[src/rtl/regfile_access_ctrl.sv]
// Initiator-side controller for a 1-write/2-read posedge register-file SRAM with a 1-entry response stage.
// Optional feature macro RF_WB_BYPASS_EN: forwards same-address writebacks into the response data.
module regfile_access_ctrl #(
    parameter int WORD_COUNT = 32,
    parameter int ZERO_REG   = 1,
    localparam int AW = $clog2(WORD_COUNT)
) (
    input  logic          CLK,
    input  logic          RESET,
    input  logic          REQ_VALID,
    output logic          REQ_READY,
    input  logic [AW-1:0] REQ_RS1,
    input  logic [AW-1:0] REQ_RS2,
    output logic          RSP_VALID,
    input  logic          RSP_READY,
    output logic [31:0]   RSP_D1,
    output logic [31:0]   RSP_D2,
    input  logic          WB_VALID,
    input  logic [AW-1:0] WB_ADDR,
    input  logic [31:0]   WB_DATA,
    input  logic [31:0]   WB_MASK,
    output logic          SRAM_WEC,
    output logic [31:0]   SRAM_BWC,
    output logic [31:0]   SRAM_DC,
    output logic [AW-1:0] SRAM_AC,
    output logic          SRAM_REA,
    output logic [AW-1:0] SRAM_AA,
    input  logic [31:0]   SRAM_QA,
    output logic          SRAM_REB,
    output logic [AW-1:0] SRAM_AB,
    input  logic [31:0]   SRAM_QB
);

    logic          rsp_valid_reg;
    logic          fresh_reg;      // response accepted last cycle: data is taken live from SRAM Q
    logic          accept;
    logic          wb_en;
    logic [AW-1:0] req_rs [2];
    logic [31:0]   sram_q [2];
    logic [31:0]   rsp_d  [2];

    assign req_rs[0] = REQ_RS1;
    assign req_rs[1] = REQ_RS2;
    assign sram_q[0] = SRAM_QA;
    assign sram_q[1] = SRAM_QB;

    assign wb_en     = WB_VALID & ~RESET & ~((ZERO_REG != 0) && (WB_ADDR == '0));
    assign REQ_READY = ~RESET & (~rsp_valid_reg | RSP_READY);
    assign accept    = REQ_VALID & REQ_READY;
    assign RSP_VALID = rsp_valid_reg & ~RESET;
    assign RSP_D1    = rsp_d[0];
    assign RSP_D2    = rsp_d[1];

    assign SRAM_WEC  = ~wb_en;
    assign SRAM_AC   = WB_ADDR;
    assign SRAM_DC   = WB_DATA;
    assign SRAM_BWC  = WB_MASK;
    assign SRAM_REA  = ~accept;
    assign SRAM_REB  = ~accept;
    assign SRAM_AA   = REQ_RS1;
    assign SRAM_AB   = REQ_RS2;

    always_ff @(posedge CLK) begin
        if (RESET) begin
            rsp_valid_reg <= 1'b0;
            fresh_reg     <= 1'b0;
        end else if (accept) begin
            rsp_valid_reg <= 1'b1;
            fresh_reg     <= 1'b1;
        end else begin
            fresh_reg <= 1'b0;
            if (RSP_READY) begin
                rsp_valid_reg <= 1'b0;
            end
        end
    end

`ifdef RF_WB_BYPASS_EN
    logic        stall;
    logic [31:0] byp_data_reg;
    logic [31:0] byp_mask_reg;

    assign stall = rsp_valid_reg & ~RSP_READY;

    // The SRAM returns pre-write data, so an accept-cycle write is kept here and merged at T+1.
    always_ff @(posedge CLK) begin
        if (RESET) begin
            byp_data_reg <= '0;
            byp_mask_reg <= '0;
        end else if (accept && wb_en) begin
            byp_data_reg <= WB_DATA;
            byp_mask_reg <= WB_MASK;
        end
    end
`endif

    generate
        for (genvar gi = 0; gi < 2; gi++) begin : g_opnd
            logic        is_zero_reg;
            logic [31:0] hold_reg;
            logic [31:0] hold_next;
            logic [31:0] fresh_d;
            logic [31:0] cur_d;
`ifdef RF_WB_BYPASS_EN
            logic          hit_reg;
            logic [AW-1:0] addr_reg;
`endif

            always_comb begin
                fresh_d = sram_q[gi];
`ifdef RF_WB_BYPASS_EN
                if (hit_reg) begin
                    fresh_d = (byp_data_reg & byp_mask_reg) | (sram_q[gi] & ~byp_mask_reg);
                end
`endif
                if (is_zero_reg) begin
                    fresh_d = '0;
                end
                cur_d     = fresh_reg ? fresh_d : hold_reg;
                hold_next = cur_d;
`ifdef RF_WB_BYPASS_EN
                if (stall && wb_en && (WB_ADDR == addr_reg)) begin
                    hold_next = (WB_DATA & WB_MASK) | (cur_d & ~WB_MASK);
                end
`endif
            end

            always_ff @(posedge CLK) begin
                if (RESET) begin
                    is_zero_reg <= 1'b0;
                    hold_reg    <= '0;
`ifdef RF_WB_BYPASS_EN
                    hit_reg     <= 1'b0;
                    addr_reg    <= '0;
`endif
                end else begin
                    if (accept) begin
                        is_zero_reg <= (ZERO_REG != 0) && (req_rs[gi] == '0);
`ifdef RF_WB_BYPASS_EN
                        hit_reg     <= wb_en && (WB_ADDR == req_rs[gi]);
                        addr_reg    <= req_rs[gi];
`endif
                    end
                    if (rsp_valid_reg) begin
                        hold_reg <= hold_next;
                    end
                end
            end

            assign rsp_d[gi] = RESET ? '0 : cur_d;
        end
    endgenerate

endmodule

[config.mk]
export PLATFORM = sky130hd
export DESIGN_NAME = regfile_access_ctrl
export DESIGN_NICKNAME = d
export VERILOG_FILES = /design/src/rtl/regfile_access_ctrl.sv
export SDC_FILE = /design/constraint.sdc
export NUM_CORES = 1
export LEC_CHECK = 0
export BUFFER_PORTS_ARGS = -buffer_cell sky130_fd_sc_hd__buf_4
export CAP_MARGIN = 15
export CORE_MARGIN = 2
export CORE_UTILIZATION = 30
export DETAILED_ROUTE_END_ITERATION = 10
export HOLD_SLACK_MARGIN = 0.02
export MAX_ROUTING_LAYER = met4
export PLACE_DENSITY_LB_ADDON = 0.05
export SLEW_MARGIN = 20
export SYNTH_ARGS = -nofsm -noshare
export SYNTH_HDL_FRONTEND = slang
export SYNTH_SLANG_ARGS = --single-unit
[constraint.sdc]
create_clock -name CLK -period 2.6 [get_ports CLK]
set_clock_uncertainty 0.1 [all_clocks]
set_input_delay 0.78 -clock CLK [delete_from_list [all_inputs] [get_ports CLK]]
set_output_delay 0.78 -clock CLK [all_outputs]
set_load 0.02 [all_outputs]
Word level (Yosys, flattened, before mapping)
Index checks and enable logic that the tools add are counted.
{"block": "classes", "reduce_logical": 4, "n_bitwise": 11, "muxes": 9}
{"cell": "2-to-1 mux 32 bit", "count": 6}
{"cell": "logical NOT 5 bit", "count": 3}
{"cell": "bitwise AND 1 bit", "count": 5}
{"cell": "inverter 1 bit", "count": 5}
{"cell": "2-to-1 mux 1 bit", "count": 3}
{"cell": "nonzero test 2 bit", "count": 1}
{"cell": "OR 1 bit", "count": 1}
{"block": "word_totals", "register_bits": 68, "in_bits": 148, "elab_cells": 30, "out_inout_bits": 148}

Depth between registers and ports, before layout
{"block": "depth", "ltp_word": 5, "mapped_depth": 5}

Least setup slack after synthesis
OpenSTA, ideal clock, no wires.
{"block": "synth_path", "kind": "input-to-output", "start": "input port WB_ADDR[0]", "end": "output port SRAM_WEC", "setup_slack_ps": 40, "cell_stages": 2, "t_arrival_ps": 1680, "t_required_ps": 1720, "path_cell_list": "or4_1 > o211ai_1"}
{"block": "synth_between", "elab_chain_len": 4}
{"element": "start, declared", "line": "19", "rtl": "input logic [AW-1:0] WB_ADDR,"}
{"element": "logical NOT 5 bit", "line": "47", "rtl": "assign wb_en = WB_VALID & ~RESET & ~((ZERO_REG != 0) && (WB_ADDR == '0));"}
{"element": "inverter 1 bit", "line": "47"}
{"element": "bitwise AND 1 bit", "line": "47"}
{"element": "inverter 1 bit", "line": "54", "rtl": "assign SRAM_WEC = ~wb_en;"}
{"element": "end, declared", "line": "22", "rtl": "output logic SRAM_WEC,"}
No other way between the ends.

Final worst setup path
Same ends and word-level chain as after synthesis.

==> results.md <==
* Outcome: finished clean
* Initial antenna violation count at 0
* Post-route cell area at 5660 um2
* 1st-pass router iterations at 4
* Die Span Y at 127 um
* Met3 usage at 5.19%
* Post-Syn Nets at 740
* Clock transition at the registers of the reported paths at 50 ps
* Global-route wire length before repair at 20400 um
* Vias/cell at 4.60
* WS Path Type: input pin to primary output
* Fin crit share at 99.9%
* Lkg Pwr at 2.33 nW
* Postcts setup bufs at 0
* Crit Reg-Reg Startpoint: fresh_reg
* Die area at 16100 um2
* Met1 usage at 19.6%
* Total Power at 2.89 mW
* Largest net degree at the start of global routing at 39
* DP Worst Slack at -17.7 ps
* Gp weighted congestion at 0.703
* Hold Crit Endpoint: g_opnd[0].hold_reg[31]
* HP Class: flop to flop
* Largest register FFs at 64
* # fillers at 1529
* Non-Filler Instances at 853
* # DRC at 0
* Primary FF master, synth: dfxtp_1
* Global Route Usage Sum at 16.5%
* Critical path data arrival time at 1720 ps
* Routed via count at 3920
* Reg2reg path depth at 5
* Layout cells sized above 1 at 33.3%
* CTS tree: yes
* Hold Slack at 351 ps
* Final antenna diode count at 0
* Drt wl/cell at 15.4 um
* Sum Neg Setup Slack at 0 ps
* GRT overflow at 0
* Max-cap viol count at 0
* Initial Util at 31.0%
* Max_slew headroom at 70.8%
* # rows at 44
* Port bufs at 167
* Number of synthesized flops with an enable pin at 0
* Pwr dens at 510 nW/um2
* Top Usage Layer GRT: met2
* Drt total wl at 13100 um
* Multi-input gate area at 2290 um2
* Slew Limit Fails at 0
* CTS Root Cell: clkbuf_16
* Post-Syn Instances at 592
* Sequential area share after synthesis at 30.0%
* Register Area at 1370 um2
* CP startpoint kind: input pin
* Cts hold-fix bufs at 0
* Vias in the first global route at 3886
* Worst EP required at 1720 ps
* Final hold violation count at 0
* Reg2Reg Capture Point: g_opnd[0].hold_reg[22]
* Clk sinks at 68
* HP Start: g_opnd[0].hold_reg[31]
* Hpwl dp at 9130 um
* Die X at 127 um
* Area grow syn2layout at 24.7%
* Ys Warns at 0
* Placed inst area at 5340 um2
* Final net count at 812
* Worst-Margin Slew at 437 ps
* Antenna Nets Post-Route at 0
* Mapped Avg Cell Area at 7.67 um2
* Endpoint class of the critical path: primary output
* Final setup fails at 0
* H-tree Lvls at 3
* Register bit total from synthesis at 68
* RSZ-0062 raised after global routing: true
* Hold depth at 2
* Crit path max fanout at 2
* CTS max path bufs at 2
* Library cells used by synthesis at 21
* Clk Latency, worst-skew pair at 340 ps
* Num CTS Buffers at 9
* Initial DRC Count at 147
* Peak Freq at 0.385 GHz
* Min Clock Period, post-route at 2600 ps
* GRT met2 Usage at 26.1%
* Peak supply drop at 0.267 mV
* Placed cells at 837
* Fin worst setup slack at 1.42 ps
* R2r setup slk at 850 ps
* Top Ports at 296
* Synth Cell Area at 4540 um2
* Asr flop ratio synth at 0%
* Post-layout util at 38.7%
* Core ar. at 14600 um2
-- worst max path at each step --
| stage | start | endpoint | slack, ps | depth (start not counted) |
|---|---|---|---|---|
| finish | WB_ADDR[0] | SRAM_WEC | 1 | 4 |
| detailed placement | WB_ADDR[0] | SRAM_WEC | -20 | 4 |
| floorplan | WB_ADDR[0] | SRAM_WEC | 40 | 2 |
| CTS | WB_ADDR[4] | SRAM_WEC | -20 | 4 |
| global placement | WB_ADDR[0] | SRAM_WEC | -10 | 4 |
| global route | WB_ADDR[0] | SRAM_WEC | -80 | 4 |
-- area by class of cell --
cell class,count,area share (%)
multi-input combinational,400,40.5
timing repair buffer,182,25.7
sequential,68,24.1
clock buffer,15,4.91
tap,184,4.07
clock inverter,1,0.531
inverter,3,0.199
-- critical path: stages --
cell and delay, ps:
buf_6 90, or4_4 510, o211ai_1 170, buf_4 170
-- logic make-up (layout without fill, tap and decap cells) --
group	count (synthesis)	in the layout	synth area share, %
simple gates	266	266	26.5
buf+inv	124	201	19.6
compound gates	70	70	9.81
flops	68	68	30.0
mux	64	64	14.1
-- placed cells by master, fill, tap and decap left out, types with 3 or more instances in the layout --
cell type	synthesis	final
buf_4	82	173
nand2_1	128	128
dfxtp_1	68	67
nor2b_1	65	65
nor2_1	65	65
mux2i_1	64	64
a21oi_1	43	43
a21oi_2	22	22
clkbuf_16	0	9
buf_12	0	6
inv_1	3	3
o211ai_1	3	3
clkbuf_1	7	3
clkbuf_8	0	3
buf_6	13	3
-- metal layers --
metal  routed length (um)  up-vias
met2                 6040      156
li1                     -     1956
met3                 1050       32
met1                 5770     1776
met4                  255        0
met5                    0        -
-- cell usage after synthesis, types with 2 or more instances --
master,number,area share [%]
nand2_1,128,11
buf_6,13,3.2
nor2_1,65,5.4
inv_1,3,0.25
o31ai_1,2,0.33
mux2i_1,64,14
a21oi_1,43,4.7
nor2b_1,65,9.0
clkbuf_1,7,0.58
buf_4,82,14
buf_2,15,1.7
dfxtp_1,68,30
o211ai_1,3,0.50
or4_1,3,0.50
buf_1,4,0.33
a21oi_2,22,4.2
-- power by group --
part           internal [mW]  switching (mW)  leakage [nW]
sequential              1.07          0.0201         0.551
clock                  0.822           0.447         0.150
combinational          0.261           0.269          1.63
-- what timing repair did --
item	CTS	global route
cloned	0	0
gates resized for setup	2	2
endpoints found under the setup margin	1	1
pin swaps	2	2
endpoints found under the hold margin	0	0
Note: power is estimated with default switching activity, not from simulation.
